File: config.mk
export PLATFORM = sky130hd
export DESIGN_NAME = hazard_ctrl_mc
export DESIGN_NICKNAME = d
export VERILOG_FILES = /design/src/rtl/hazard_ctrl_mc.sv
export SDC_FILE = /design/constraint.sdc
export NUM_CORES = 1
export LEC_CHECK = 0
export BUFFER_PORTS_ARGS = -buffer_cell sky130_fd_sc_hd__buf_2
export CAP_MARGIN = 25
export CORE_AREA = 8 8 50 52
export CTS_BUF_LIST = sky130_fd_sc_hd__clkbuf_4 sky130_fd_sc_hd__clkbuf_8 sky130_fd_sc_hd__clkbuf_16
export DETAILED_ROUTE_END_ITERATION = 6
export DIE_AREA = 0 0 58 60
export PLACE_DENSITY = 0.78
export SYNTH_ARGS = -nofsm -noshare
export SYNTH_HDL_FRONTEND = slang
export SYNTH_SLANG_ARGS = --single-unit
File: constraint.sdc
create_clock -name clock -period 2.9 [get_ports clock]
set_input_delay 0 -clock clock [delete_from_list [all_inputs] [get_ports clock]]
set_output_delay 0 -clock clock [all_outputs]
set_load 0.1 [all_outputs]
File: src/rtl/hazard_ctrl_mc.sv
// hazard_ctrl_mc - front-end / issue hazard controller.
//
// Purpose:
//   Generates fetch and issue enables, a one-hot reservation-station dispatch
//   enable, ROB allocate, and per-channel writeback enables / exec stalls.
//   Tracks up to MAX_BR unresolved branches and runs a multi-cycle flush FSM
//   (RUN / FLUSH) after a misprediction.
//
// Optional feature macro: HAZARD_STATS_EN
//   Defined   : stall_cycles counts RUN cycles where a valid IS instruction
//               is stalled, saturating at all-ones, cleared only by reset.
//   Undefined : no counter flop, stall_cycles is tied to 0.
//
// Ports:
//   clock, reset_n              clock, asynchronous active-low reset
//   dec_valid/class/is_branch   IS-stage instruction description
//   rs_full, rob_full           back-pressure from RS classes and ROB
//   br_resolve, br_mispredict   branch resolution from exec
//   mem_wr_commit, mem_rd_req   memory port users (structural hazard)
//   wb_valid, wb_written        per-channel writeback state
//   if_enable, if_is_enable, if_is_flush   fetch / IF-IS register control
//   dispatch_en, rob_enable     issue side enables
//   wb_enable, exec_stall       per-channel writeback control
//   br_inflight                 unresolved branch count
//   flush_busy                  FSM is in FLUSH
//   stall_cycles                IS stall statistics (0 without the feature)

module hazard_ctrl_mc #(
    parameter int NUM_WB    = 3,
    parameter int NUM_RS    = 2,
    parameter int MAX_BR    = 4,
    parameter int FLUSH_CYC = 2,
    parameter int CNT_W     = 16,
    localparam int CW = (NUM_RS > 1) ? $clog2(NUM_RS) : 1,
    localparam int BW = $clog2(MAX_BR + 1)
) (
    input  logic              clock,
    input  logic              reset_n,
    input  logic              dec_valid,
    input  logic [CW-1:0]     dec_class,
    input  logic              dec_is_branch,
    input  logic [NUM_RS-1:0] rs_full,
    input  logic              rob_full,
    input  logic              br_resolve,
    input  logic              br_mispredict,
    input  logic              mem_wr_commit,
    input  logic              mem_rd_req,
    input  logic [NUM_WB-1:0] wb_valid,
    input  logic [NUM_WB-1:0] wb_written,
    output logic              if_enable,
    output logic              if_is_enable,
    output logic              if_is_flush,
    output logic [NUM_RS-1:0] dispatch_en,
    output logic              rob_enable,
    output logic [NUM_WB-1:0] wb_enable,
    output logic [NUM_WB-1:0] exec_stall,
    output logic [BW-1:0]     br_inflight,
    output logic              flush_busy,
    output logic [CNT_W-1:0]  stall_cycles
);

    localparam int FW = (FLUSH_CYC > 1) ? $clog2(FLUSH_CYC) : 1;

    typedef enum logic {RUN = 1'b0, FLUSH = 1'b1} state_t;

    state_t         state_q;
    logic [FW-1:0]  flush_cnt_q;
    logic [BW-1:0]  br_cnt_q;
    logic [BW-1:0]  br_cnt_d;

    logic [NUM_RS-1:0] class_hit;
    logic [NUM_RS-1:0] rs_hit;
    logic              class_oob;
    logic              is_stall;
    logic              is_enable;
    logic              mem_hz;
    logic              run_normal;
    logic              br_inc;
    logic              br_dec;

    // Writeback channels: a channel may load when empty or being drained.
    genvar gi;
    generate
        for (gi = 0; gi < NUM_WB; gi++) begin : g_wb
            assign wb_enable[gi]  = ~wb_valid[gi] | wb_written[gi];
            assign exec_stall[gi] = wb_valid[gi] & ~wb_written[gi];
        end
        // Class decode doubles as the rs_full selector, so an out-of-range
        // class never indexes past the rs_full vector.
        for (gi = 0; gi < NUM_RS; gi++) begin : g_rs
            assign class_hit[gi] = (dec_class == CW'(gi));
            assign rs_hit[gi]    = class_hit[gi] & rs_full[gi];
        end
    endgenerate

    assign class_oob = ({1'b0, dec_class} >= (CW + 1)'(NUM_RS));
    assign is_stall  = rob_full | (|rs_hit) | class_oob
                     | (dec_is_branch & (br_cnt_q == BW'(MAX_BR)));
    assign mem_hz    = mem_wr_commit | mem_rd_req;

    // Normal RUN behaviour; redirect and FLUSH cycles share one output set.
    assign run_normal = (state_q == RUN) & ~br_mispredict;
    assign is_enable  = run_normal & dec_valid & ~is_stall;

    assign dispatch_en  = is_enable ? class_hit : '0;
    assign rob_enable   = is_enable;
    assign if_enable    = run_normal ? ~(mem_hz | is_stall) : ~mem_hz;
    assign if_is_enable = run_normal ? ~is_stall : 1'b1;
    assign if_is_flush  = run_normal ? (mem_hz & ~is_stall) : 1'b1;

    // Branch counter: mispredict clears and overrides any increment;
    // simultaneous inc/dec cancel; decrement saturates at zero.
    assign br_inc = is_enable & dec_is_branch;
    assign br_dec = br_resolve & ~br_mispredict;

    always_comb begin
        br_cnt_d = br_cnt_q;
        if (br_mispredict) begin
            br_cnt_d = '0;
        end else if (br_inc & ~br_dec) begin
            br_cnt_d = br_cnt_q + 1'b1;
        end else if (~br_inc & br_dec & (br_cnt_q != '0)) begin
            br_cnt_d = br_cnt_q - 1'b1;
        end
    end

    always_ff @(posedge clock or negedge reset_n) begin
        if (!reset_n) begin
            br_cnt_q <= '0;
        end else begin
            br_cnt_q <= br_cnt_d;
        end
    end

    // Flush FSM: a mispredict in either state (re)loads the hold counter.
    always_ff @(posedge clock or negedge reset_n) begin
        if (!reset_n) begin
            state_q     <= RUN;
            flush_cnt_q <= '0;
        end else begin
            case (state_q)
                RUN: begin
                    if (br_mispredict) begin
                        state_q     <= FLUSH;
                        flush_cnt_q <= FW'(FLUSH_CYC - 1);
                    end
                end
                FLUSH: begin
                    if (br_mispredict) begin
                        flush_cnt_q <= FW'(FLUSH_CYC - 1);
                    end else if (flush_cnt_q == '0) begin
                        state_q <= RUN;
                    end else begin
                        flush_cnt_q <= flush_cnt_q - 1'b1;
                    end
                end
                default: begin
                    state_q     <= RUN;
                    flush_cnt_q <= '0;
                end
            endcase
        end
    end

    assign br_inflight = br_cnt_q;
    assign flush_busy  = (state_q == FLUSH);

`ifdef HAZARD_STATS_EN
    logic [CNT_W-1:0] stall_cnt_q;

    always_ff @(posedge clock or negedge reset_n) begin
        if (!reset_n) begin
            stall_cnt_q <= '0;
        end else if ((state_q == RUN) & dec_valid & is_stall & ~(&stall_cnt_q)) begin
            stall_cnt_q <= stall_cnt_q + 1'b1;
        end
    end

    assign stall_cycles = stall_cnt_q;
`else
    assign stall_cycles = '0;
`endif

endmodule

Word level (Yosys, flattened, before mapping). Cells that the tools add are included.

Bits in read-only memories: 0. Output and inout port bits: 32. Memories kept: 0. Latch bits: 0. Bits of input ports: 18. Memory bits (writable): 0. Bits in registers: 5.

Eq/ne operators: 2. Divide/modulo/power cells: 0. Multiplexer cells: 15. Reduce and logical (&&, ||, !) cells: 3. Shifts and indexed selects: 0. Bitwise operators: 36. $mul: 0. Order comparisons: 0. $add $sub $neg: 3.

Operators with widths (count): 1-bit bitwise AND (15); 1-bit NOT (14); 1-bit 2-to-1 mux (9); 3-bit 2-to-1 mux (3); 1-bit OR (7); 3-bit nonzero test (2); 1-bit case mux with 2 select lines (2); 3-bit by 1-bit adder with 3-bit output (second input constant) (1); 3-bit equality test (second input constant) (1); 3-bit by 1-bit subtractor with 3-bit output (second input constant) (1); 2-bit 2-to-1 mux (1); 2-bit != test (second input constant) (1); 2-bit OR reduction (1); 1-bit subtractor (second input constant) (1).

Depth between registers and ports, before layout.
Depth after elaboration: 14. Mapped depth: 7. Depth with buffers taken out: 7.

Worst setup path before layout. Ideal clock, no wire load.

Kind: register -> output. Start: register br_cnt_q[1], in the netlist br_inflight[1]. End: output if_enable. Stages on the path, launching flop included: 5. Path buffers: 0. Path slack: -0.708 ns. Data arrival time: 3.608 ns. Path through: dfrtp_1 -> nor3b_2 -> a211oi_1 -> nor3_1 -> nor3_1.

Word-level cells in the longest chain between the ends: 6.

RTL lines: start, declared (RTL line 68) `logic [BW-1:0] br_cnt_q;`; start signal, assigned (RTL line 131) `br_cnt_q <= br_cnt_d;`; 3-bit equality test (RTL line 98) `| (dec_is_branch & (br_cnt_q == BW'(MAX_BR)));`; 1-bit bitwise AND (RTL line 98); 1-bit OR (RTL line 98); 1-bit OR (RTL line 107) `assign if_enable = run_normal ? ~(mem_hz | is_stall) : ~mem_hz;`; 1-bit NOT (RTL line 107); 1-bit 2-to-1 mux (RTL line 107); end, declared (RTL line 50) `output logic if_enable,`.

Every way passes these cells.

Worst setup path in the final report.
Start: register state_q, in the netlist flush_busy. End: register br_cnt_q[1], in the netlist br_inflight[1].

Word-level cells in the longest chain between the ends: 9. Elaborated cells between the ends (all ways): 12.

RTL lines: start, declared (RTL line 66) `state_t state_q;`; start signal, assigned (RTL line 138) `state_q <= RUN;`; start signal, assigned (RTL line 144) `state_q <= FLUSH;`; start signal, assigned (RTL line 152) `state_q <= RUN;`; 1-bit NOT *; 1-bit bitwise AND * (RTL line 102) `assign run_normal = (state_q == RUN) & ~br_mispredict;`; 1-bit bitwise AND * (2 in a row) (RTL line 103) `assign is_enable = run_normal & dec_valid & ~is_stall;`; 1-bit bitwise AND * (RTL line 113) `assign br_inc = is_enable & dec_is_branch;`; 1-bit NOT (RTL line 122) `end else if (~br_inc & br_dec & (br_cnt_q != '0)) begin`; 1-bit bitwise AND (2 in a row) (RTL line 122); 3-bit nonzero test (no line).

Every way passes the cells marked *; elsewhere a longest branch is shown, timed or not. A chain may end at the register's enable or synchronous reset.

==> flow_summary_export.csv <==
group,metric,value,unit
status,status,"finished, final reports clean",
clock_tree,htreeDepth,1,
clock_tree,cts_buffers,3,
detailed_routing,drt_first_iter_violations,12,
grt,combined_global_route_utilization_of_all_metal_layers,8.663,%
power,ir_drop,0.4526,mV
grt,grt_max_degree,9,
placed_design,buffer_ports.inserted,33,
synth,post_synthesis_adder_cell_area_fraction,3.456,%
sta,unrepaired_setup_endpoints_after_global_routing,"no",
detailed_routing,vias_per_cell,4.471,
die,dieHeight,60,microns
grt,grt_first_pass_wirelength,2283,microns
synth,synth_top_family_by_area,"buffers and inverters",
sta,minimum_clock_period_after_layout,2165,ps
synth,yosys.area_share.xor_xnor,1.512,%
sta,fmax,461.9,MHz
power,p_per_area,788.7,nW/um^2
grt,global_route.overflow_total,0,
sta,finalSetupTns,0,ps
setup_path,ff_to_ff_setup_slack,740,ps
setup_path,worst-endpoint-required,3040,ps
placed_design,globalplace.congestion,0.7469,
sta,final.period_utilization,74.65,%
die,design.core.area,1802,sq um
setup_path,worstSetupStartpoint,"flush_busy",
synth,postSynthAreaPerCell,8.646,sq um
setup_path,worstSetupEndpoint,"br_inflight[1]",
sta,final-hold-violation-count,0,
synth,yosys.area_share.simple,26.35,%
placed_design,hpwl,1314,microns
setup_path,setup.worst_path.end_class,"register",
synth,muxShareOfSynthArea,9.503,%
synth,synth_area,579.3,sq um
synth,post_synthesis_cell_count,67,
setup_path,worst_r2r_path_depth,5,
sta,timing.final.setup_violations,0,
setup_path,r2r_end,"br_inflight[1]",
final_layout,post_route_cells_drive_above_1_share,45.63,%
synth,library_cells_used_by_synthesis,28,
detailed_routing,num_vias,541,
sta,timing.hold.ws,59.45,ps
grt,antenna_violations_before_repair,0,
job,timing.max_cap.violations,0,
power,total_leakage_power,0.4290,nW
detailed_routing,wl_per_cell,12.61,microns
synth,ys_seq_area_share,21.60,%
clock_tree,clkSinkCount,5,
grt,grt_pass1_vias,547,
final_layout,final_cell_mix,"buf_2, conb_1, inv_1",
synth,synth-compound-area-share,10.15,%
clock_tree,clkSlewWorstSetupHoldPaths,50,ps
clock_tree,clk-insertion-delay-late,250,ps
worst_hold_path,holdCritPathClass,"in2reg",
die,rows,16,
setup_path,worst-setup-path-type,"reg2reg",
final_layout,number_of_nets_at_the_end_of_the_flow,123,
setup_path,largest_fanout_on_the_critical_path,6,
die,initial_core_utilization,32.15,%
sta,finalMaxSlewViolations,0,
setup_path,timing.rr.start,"flush_busy",
die,die_width,58,microns
clock_tree,tritoncts,"built",
clock_tree,clockRootBuffer,"clkbuf_4",
detailed_routing,drcViolationCount,0,
final_layout,syn2layout_area_growth,28.94,%
setup_path,worstSetupStartpointType,"register",
final_layout,final_common_cell,"buf_2",
final_layout,n_antenna_cell,0,
detailed_routing,drt_pre_antenna_iters,4,
setup_path,critical_path_arrival,2300,ps
synth,synth.yosys.warnings,0,
detailed_routing,finalWirelength,1526,microns
detailed_routing,antenna_violating_nets_post_route,0,
die,design.portCount,50,
die,die_area,3480,sq um
synth,yosys_register_bits,5,
sta,finalClockSkew,5.265,ps
clock_tree,cts-root-to-sink-buffers,2,
-- synthesized netlist by cell type (all sizes together) --
master / instances / area [sq um]
a211oi: 1 / 7.510
a21oi: 1 / 5.000
mux2i: 1 / 10.01
o21ai: 1 / 5.000
o31ai: 1 / 7.510
conb: 1 / 3.750
xor2: 1 / 8.760
nand2: 3 / 11.26
inv: 8 / 30.03
nor4: 1 / 21.27
and2b: 1 / 8.760
clkbuf: 1 / 5.000
a21boi: 1 / 7.510
fa: 1 / 20.02
nand2b: 3 / 18.77
mux2: 3 / 45.04
o32ai: 1 / 8.760
o211ai: 1 / 7.510
buf: 16 / 120.1
nor2: 5 / 18.77
o311a: 1 / 10.01
nor3b: 3 / 32.53
nand4bb: 1 / 11.26
and2: 1 / 7.510
and3: 2 / 12.51
dfrtp: 5 / 125.1
nor3: 2 / 10.01
-- through the flow --
stage | cell area, sq um | std cells | total power, mW | util (%) | setup slack, ps
floorplan | 644.4 | 82 | 0.4557 | - | 0.2294
global placement | 706.9 | 116 | 0.4898 | 39.24 | 810.3
detailed placement | 706.9 | 116 | 0.4986 | 39.24 | 709.9
CTS | 747.0 | 121 | 0.5977 | 41.46 | 711.9
global route | 747.0 | 121 | 0.6242 | 41.46 | 513.6
finish | 747.0 | 121 | 0.5891 | 41.46 | 735.0
-- area by class of cell --
cell class	instances	area, sq um
Fill cell	194	1055
Multi-Input combinational cell	52	364.1
Timing Repair Buffer	34	175.2
Sequential cell	5	125.1
Clock buffer	4	30.03
Inverter	8	30.03
Tap cell	18	22.52
-- flip-flops by register name (all words and copies together) (netlist names) --
| signal | count |
|---|---|
| br_inflight | 3 |
| flush_busy | 1 |
| flush_cnt_q | 1 |
-- routing by layer --
| metal | wire (microns) | track usage, % | up-vias | part of all wire, % |
|---|---|---|---|---|
| li1 | - | - | 264 | - |
| met1 | 547 | 7.853 | 243 | 36 |
| met2 | 729 | 13.54 | 32 | 48 |
| met3 | 230 | 7.312 | 2 | 15 |
| met4 | 19 | 4.196 | 0 | 1.2 |
| met5 | 0 | 0 | - | 0 |
-- worst min path at each step --
stage / startpoint / end / slack (ps) / cells past startpoint
detailed placement: reset_n / flush_cnt_q / -180 / 1
global route: br_mispredict / br_inflight[1] / 80 / 2
global placement: reset_n / flush_busy / -180 / 1
CTS: br_mispredict / br_inflight[1] / 50 / 2
floorplan: reset_n / br_inflight[0] / -300 / 0
finish: br_mispredict / br_inflight[1] / 60 / 2
-- power by group --
part	internal (mW)	leakage, nW	switching (mW)	total [mW]
registers	0.0848	0.0630	0.0243	0.109
clock network	0.0615	0.0184	0.0306	0.0920
logic	0.0752	0.348	0.313	0.388
-- critical path, cell delays in order, from the launching register on --
cell and delay [ps]:
dfrtp_1 420, nand4bb_1 260, nor4_4 340, a21boi_0 300, fa_1 460, o32ai_1 280
-- cells by family after synthesis --
logic type	Yosys count
compound gates	8
xor+xnor	1
fa+ha+maj	1
buf+inv	25
flops	5
mux	4
other cells	1
simple gates	22
-- timing repair --
item / in CTS / in global routing
buffers inserted: 0 / 0
hold endpoints to repair: 5 / 0
resized for setup: 0 / 0
hold buffers: 1 / 0
Note: power is estimated with default switching activity, not from simulation.
